===== src/rtl/alu_pkg.sv =====
// Shared opcode and FSM state definitions for the bit-serial ALU sequencer.
package alu_pkg;

  typedef logic [1:0] opcode_t;

  localparam opcode_t OP_AND = 2'b00;
  localparam opcode_t OP_OR  = 2'b01;
  localparam opcode_t OP_XOR = 2'b10;
  localparam opcode_t OP_ADD = 2'b11;

  typedef enum logic {
    IDLE = 1'b0,
    RUN  = 1'b1
  } state_t;

endpackage


===== src/rtl/alu_bit_slice.sv =====
// Combinational 1-bit ALU slice: logic ops or full-adder sum with carry.
module alu_bit_slice
  import alu_pkg::*;
(
  input  logic    a,
  input  logic    b,
  input  logic    cin,
  input  opcode_t op,
  output logic    y,
  output logic    cout
);

  always_comb begin
    y    = 1'b0;
    cout = 1'b0;
    case (op)
      OP_AND:  y = a & b;
      OP_OR:   y = a | b;
      OP_XOR:  y = a ^ b;
      default: begin
        y    = a ^ b ^ cin;
        cout = (a & b) | (a & cin) | (b & cin);
      end
    endcase
  end

endmodule


===== src/rtl/alu_serial_seq.sv =====
// Bit-serial WIDTH-bit ALU sequencer: streams operands LSB-first through one
// slice, rebuilding the result in a right-shifting register.
module alu_serial_seq
  import alu_pkg::*;
#(
  parameter int WIDTH = 8
) (
  input  logic             clk,
  input  logic             rst_n,
  input  logic             start,
  input  logic [1:0]       op,
  input  logic [WIDTH-1:0] a,
  input  logic [WIDTH-1:0] b,
  output logic             busy,
  output logic             done,
  output logic [WIDTH-1:0] result,
  output logic             carry_out,
  output logic             zero
);

  localparam int CW = $clog2(WIDTH);
  localparam logic [CW-1:0] LAST = CW'(WIDTH - 1);

  state_t           state_q,     state_next;
  logic [WIDTH-1:0] a_q,         a_next;
  logic [WIDTH-1:0] b_q,         b_next;
  opcode_t          op_q,        op_next;
  logic [WIDTH-1:0] shift_q,     shift_next;
  logic             carry_q,     carry_next;
  logic [CW-1:0]    cnt_q,       cnt_next;
  logic [WIDTH-1:0] result_next;
  logic             carry_out_next;
  logic             zero_next;
  logic             done_next;

  logic             slice_y;
  logic             slice_cout;
  logic [WIDTH-1:0] shifted;

  alu_bit_slice u_slice (
    .a    (a_q[0]),
    .b    (b_q[0]),
    .cin  (carry_q),
    .op   (op_q),
    .y    (slice_y),
    .cout (slice_cout)
  );

  // New bit enters at the MSB so after WIDTH shifts bit 0 sits at the LSB.
  assign shifted = {slice_y, shift_q[WIDTH-1:1]};
  assign busy    = (state_q == RUN);

  always_comb begin
    state_next     = state_q;
    a_next         = a_q;
    b_next         = b_q;
    op_next        = op_q;
    shift_next     = shift_q;
    carry_next     = carry_q;
    cnt_next       = cnt_q;
    result_next    = result;
    carry_out_next = carry_out;
    zero_next      = zero;
    done_next      = 1'b0;

    case (state_q)
      IDLE: begin
        if (start) begin
          a_next     = a;
          b_next     = b;
          op_next    = op;
          shift_next = '0;
          carry_next = 1'b0;
          cnt_next   = '0;
          state_next = RUN;
        end
      end
      default: begin
        a_next     = a_q >> 1;
        b_next     = b_q >> 1;
        shift_next = shifted;
        carry_next = (op_q == OP_ADD) ? slice_cout : 1'b0;
        cnt_next   = cnt_q + 1'b1;
        if (cnt_q == LAST) begin
          result_next    = shifted;
          carry_out_next = (op_q == OP_ADD) ? slice_cout : 1'b0;
          zero_next      = ~|shifted;
          done_next      = 1'b1;
          state_next     = IDLE;
        end
      end
    endcase
  end

  always_ff @(posedge clk or negedge rst_n) begin
    if (!rst_n) begin
      state_q   <= IDLE;
      a_q       <= '0;
      b_q       <= '0;
      op_q      <= OP_AND;
      shift_q   <= '0;
      carry_q   <= 1'b0;
      cnt_q     <= '0;
      result    <= '0;
      carry_out <= 1'b0;
      zero      <= 1'b0;
      done      <= 1'b0;
    end else begin
      state_q   <= state_next;
      a_q       <= a_next;
      b_q       <= b_next;
      op_q      <= op_next;
      shift_q   <= shift_next;
      carry_q   <= carry_next;
      cnt_q     <= cnt_next;
      result    <= result_next;
      carry_out <= carry_out_next;
      zero      <= zero_next;
      done      <= done_next;
    end
  end

endmodule


===== config.mk =====
export PLATFORM = sky130hd
export DESIGN_NAME = alu_serial_seq
export DESIGN_NICKNAME = d
export VERILOG_FILES = /design/src/rtl/alu_pkg.sv /design/src/rtl/alu_bit_slice.sv /design/src/rtl/alu_serial_seq.sv
export SDC_FILE = /design/constraint.sdc
export NUM_CORES = 1
export LEC_CHECK = 0
export CORE_MARGIN = 2
export CORE_UTILIZATION = 49
export CTS_BUF_LIST = sky130_fd_sc_hd__clkbuf_2 sky130_fd_sc_hd__clkbuf_4 sky130_fd_sc_hd__clkbuf_8
export CTS_CLUSTER_SIZE = 12
export DETAILED_ROUTE_END_ITERATION = 12
export PLACE_DENSITY_LB_ADDON = 0.08
export SYNTH_ARGS = -nofsm -noshare
export SYNTH_HDL_FRONTEND = slang
export SYNTH_HIERARCHICAL = 1
export SYNTH_SLANG_ARGS = --single-unit

===== constraint.sdc =====
create_clock -name clk -period 1.98 [get_ports clk]
set_clock_uncertainty 0.1 [all_clocks]
set_input_delay 0.198 -clock clk [delete_from_list [all_inputs] [get_ports clk]]
set_output_delay 0.198 -clock clk [all_outputs]
set_load 0.01 [all_outputs]

**Word-level counts from Yosys, hierarchy flattened**

Cells that the tools add are included.

- Bits of input ports: 21
- Memories: 0
- Output and inout bits: 12
- Bits in latches: 0
- Register bits: 42
- Memory bits (read-only): 0
- Memory bits (writable): 0

- Eq/ne operators: 4
- Mux-type cells: 18
- Bitwise operators: 9
- Add/subtract/negate cells: 1
- $mul: 0
- Reduce and logical (&&, ||, !) cells: 7
- Div/mod/pow operators: 0
- Order comparisons: 0
- Shifts and indexed selects: 0

Operator list:

| kind | count |
|---|---|
| 2-to-1 mux 8 bit | 6 |
| 2-to-1 mux 1 bit | 9 |
| OR reduction 8 bit | 1 |
| 2-to-1 mux 3 bit | 2 |
| equality test 2 bit (second input constant) | 2 |
| AND reduction 2 bit | 2 |
| adder 3 x 1 -> 3 bit (second input constant) | 1 |
| AND 1 bit | 3 |
| equality test 3 bit (second input constant) | 1 |
| bitwise OR 1 bit | 3 |
| case mux 1 bit (3 select lines) | 1 |
| OR reduction 3 bit | 1 |
| equality test 2 x 1 -> 1 bit (second input constant) | 1 |
| zero test 2 bit | 1 |
| nonzero test 2 bit | 1 |
| bitwise XOR 1 bit | 2 |
| zero test 1 bit | 1 |
| inverter 1 bit | 1 |

**Longest topological paths before layout**

- Word-level depth: 6
- Mapped depth: 6

**By module**

Netlist, hierarchy kept.

By module, submodules not included:

| module | area an instance (um2) | times used | cells each |
|---|---|---|---|
| alu_serial_seq | 1745.4 | 1 | 144 |
| alu_bit_slice | 93.8 | 1 | 11 |

**Worst setup path before layout**

Ideal clock, no wire load.

- Kind: register to register
- From: register a_q[0]
- To: register zero
- Path buffers: 0
- Data required time: 1.814 ns
- Cell stages (with the launch flop): 7
- Data arrival time: 1.842 ns
- Setup slack: -0.028 ns
- Library setup time: 0.066 ns
- Cell sequence: dfrtp_1 > inv_1 > fa_1 > inv_1 > mux4_2 > nor4_1 > a41o_1

- Cells in the longest elaborated chain, start to end: 5

RTL lines:

| what | line | RTL |
|---|---|---|
| start, declared | alu_serial_seq.sv:25 | `logic [WIDTH-1:0] a_q, a_next;` |
| start signal, assigned | alu_serial_seq.sv:110 | `a_q <= a_next;` |
| bitwise XOR 1 bit | alu_bit_slice.sv:19, alu_bit_slice.sv:21 |  |
| bitwise XOR 1 bit | alu_bit_slice.sv:21 | `y = a ^ b ^ cin;` |
| case mux 1 bit (3 select lines) * | alu_bit_slice.sv:16 | `case (op)` |
| net slice_y | alu_serial_seq.sv:36 | `logic slice_y;` |
| OR reduction 8 bit * | alu_serial_seq.sv:87 | `zero_next = ~\|shifted;` |
| zero test 1 bit * | alu_serial_seq.sv:87 |  |
| end signal, assigned | alu_serial_seq.sv:118 | `zero <= zero_next;` |
| end, declared | alu_serial_seq.sv:18 | `output logic zero` |

The timed path passes the listed nets; every way through them passes the cells marked *.
A chain may end at the register's enable or synchronous reset.

**Final worst setup path**

- From: register a_q[0]
- To: register result[7]

- Cells in the longest elaborated chain, start to end: 3

RTL lines:

| what | line | RTL |
|---|---|---|
| bitwise XOR 1 bit | alu_bit_slice.sv:19, alu_bit_slice.sv:21 |  |
| bitwise XOR 1 bit | alu_bit_slice.sv:21 |  |
| case mux 1 bit (3 select lines) * | alu_bit_slice.sv:16 |  |
| net slice_y | alu_serial_seq.sv:36 |  |
| end signal, assigned | alu_serial_seq.sv:116 | `result <= result_next;` |
| end, declared | alu_serial_seq.sv:16 | `output logic [WIDTH-1:0] result,` |

Marked as above.

==> metrics.txt <==
outcome finished with violations; failing checks negative setup slack; routability cong. 0.763; data required time at the worst endpoint 2.05 ns; clock tree from TritonCTS done; final std cells w/o fill 243; Inserted Clock Buffers 5; Worst EP arrival 2.07 ns; Via Count 1235; first-iteration detailed-routing DRC count 65; mux share of post-synthesis cell area 17.2%; Max FO, Critical Path 3; post-route cell area 0.00234 mm^2; Worst-path clk slew 0.07 ns; delay of the slowest cell on the worst path 0.53 ns; fin crit share 101%; Post-Route Setup TNS -0.0288 ns; Clock H-tree levels 2; category of the critical setup timing path reg -> reg; static leakage power 0.00111 uW; main combinational cell family by area after synthesis multiplexers; crit-path cells inv_2 -> fa_1 -> inv_1 -> mux4_2 -> mux2_2; Root Buffer clkbuf_8; max-cap violations 0; std cell rows 22; synthesis-to-finish area growth 27.1%; clock latency on the worst-skew pair 0.29 ns; Worst Slack Setup Final -0.0183 ns; share of the synthesized area in compound gates (AO/OA/AOI/OAI) 8.71%; antenna diode count 0; minimum period implied by the final worst setup slack 2.00 ns; All-Layer GR Usage 17.3%; number of ports placed on the die boundary 33; worst max-slew margin expressed relative to the limit 66.6%; count of endpoints failing hold in the final timing report 0; post-placement setup slack -0.0859 ns; number of synthesized register bits 41; # setup viols final 2; yosys warns 6; library cells used by synthesis 22; Post-Syn Nets 181; count of input and output buffers 32; total placed instance area 0.00221 mm^2; post-synthesis cell count 155; CORE AREA 0.00363 mm^2; number of buffer and inverter stages on the critical path 2; post-synthesis area per instance 11.9 um^2; die outline area 0.00426 mm^2; most common cell after layout, fill and taps aside dfrtp_1; post-detail-place hpwl 2.27 mm; DR DRC count 0; sort of element at the start of the critical path register; internal reg-to-reg setup slack -0.02 ns; post-synthesis adder-cell area fraction 3.81%; Die Width 65.3 um; Worst Setup End Kind register; maximum number of pins on one net before global-route repair 42; register area share after synthesis 55.8%; first-pass GRT wire length 5.60 mm; Via-to-Cell Ratio 5.08; XOR/XNOR share of the synthesized area 0%; path category of the worst min-delay check in -> async; number of sinks driven by the clock tree 41; critical path's top delay family multiplexers; number of setup buffers added after CTS 0; Layout Utilization 64.3%; maximum clock frequency 500 MHz; setup repair after global routing missed its margin true; total detailed-routing wirelength 3.17 mm; net total in the final layout 220; mean routed wirelength per cell 13.0 um; cell area after technology mapping 0.00184 mm^2; starting density of the core 50.6%; cell area power density 1340 mW/mm^2; via count of the first global-routing pass 1281; number of cells after detailed placement 234; CTS Buffer Depth 2; simple-gate share of the synthesized area 9.59%; share of final-layout standard cells stronger than drive strength 1 16.9%; number of nets with antenna violations after routing 0; 1st-pass router iterations 4; Final Max Slew Viols 0; die boundary height 65.3 um; Crit-path slowest cell fa_1; commonest cells after routing, fill and taps aside dfrtp_1, clkdlybuf4s50_1, nand2_1; transition time of the tightest slew-check pin 0.501 ns; gr ovfl total 0; initial antenna violation count 0; worst voltage drop across the vdd grid 614 uV
[final timing paths]
kind,startpoint,end,cells past startpoint
min in group clk,cnt_q[0],cnt_q[0],1
setup / recovery,a_q[0],result[7],5
hold / removal,rst_n,shift_q[3],3
hold reg to reg,cnt_q[0],cnt_q[0],1
setup reg to reg,a_q[0],result[7],5
max in group asynchronous,rst_n,op_q[1],3
[area by class of cell]
type	instances	area [um^2]
flip-flops and latches	41	1030
clock inverters	1	5.00
multi-input cells	98	738
clock buffers	7	96.3
well taps	48	60.1
inverters	7	26.3
repair buffers	41	385
fillers	311	1300
[power breakdown]
part           internal (uW)  leakage (uW)  switching [uW]
combinational            633      0.000520             502
sequential              1170      0.000534             235
clock                    315     0.0000542             272
total                   2110       0.00111            1010
[worst register-to-register path, stage by stage, from the launching register on]
cell	delay, ns
dfrtp_1	0.36
inv_2	0.05
fa_1	0.53
inv_1	0.04
mux4_2	0.52
mux2_2	0.29
[cell usage after synthesis]
| cell type | count | area [um^2] |
|---|---|---|
| nand2_1 | 21 | 78.8 |
| ha_1 | 4 | 50.1 |
| nor4_1 | 2 | 12.5 |
| mux2i_1 | 17 | 170 |
| and3_1 | 1 | 6.26 |
| buf_2 | 3 | 15.0 |
| dfrtp_1 | 41 | 1030 |
| nand2_2 | 1 | 6.26 |
| nor2b_4 | 1 | 13.8 |
| a41o_1 | 1 | 10.0 |
| a21boi_0 | 1 | 7.51 |
| a21o_1 | 1 | 7.51 |
| mux2_2 | 11 | 124 |
| inv_1 | 7 | 26.3 |
| fa_1 | 1 | 20.0 |
| o21ai_0 | 20 | 100 |
| mux4_2 | 1 | 22.5 |
| a22o_1 | 4 | 35.0 |
| buf_6 | 1 | 11.3 |
| nor2_1 | 4 | 15.0 |
| nand2b_1 | 7 | 43.8 |
| buf_4 | 5 | 37.5 |
[registers in the layout, summed over array words and instances (netlist names)]
signal	count
done	1
carry_out	1
b_q	8
cnt_q	3
zero	1
op_q	2
shift_q	7
result	8
busy	1
carry_q	1
a_q	8
[metal layers]
| metal | up-vias | global-route usage, % | share of wire (%) |
|---|---|---|---|
| met4 | 0 | 7.03 | 1.7 |
| met1 | 599 | 21.5 | 46 |
| met5 | - | 0 | 0 |
| met3 | 6 | 4.62 | 4.4 |
| met2 | 26 | 28.7 | 48 |
| li1 | 604 | - | - |
[logic make-up after synthesis]
group | after synthesis
buffers and inverters | 16
AOI/OAI and AO/OA | 27
adders and majority gates | 5
DFF | 41
and+or+nand+nor | 37
muxes | 29
[through the flow]
stage	power, uW	hold slack (ns)
floorplan	2080	-0.198
global placement	2450	0.183
detailed placement	2510	0.184
CTS	3130	0.394
global route	3380	0.416
finish	3120	0.387
[repair_timing]
| action | in CTS | in global routing |
|---|---|---|
| hold buffers | 1 | 0 |
| endpoints found under the hold margin | 41 | 0 |
| endpoints found under the setup margin | 1 | 2 |
| gates cloned | 0 | 0 |
| pin swaps | 0 | 0 |
| resized for setup | 2 | 1 |
Power figures use the tool's default switching activity.
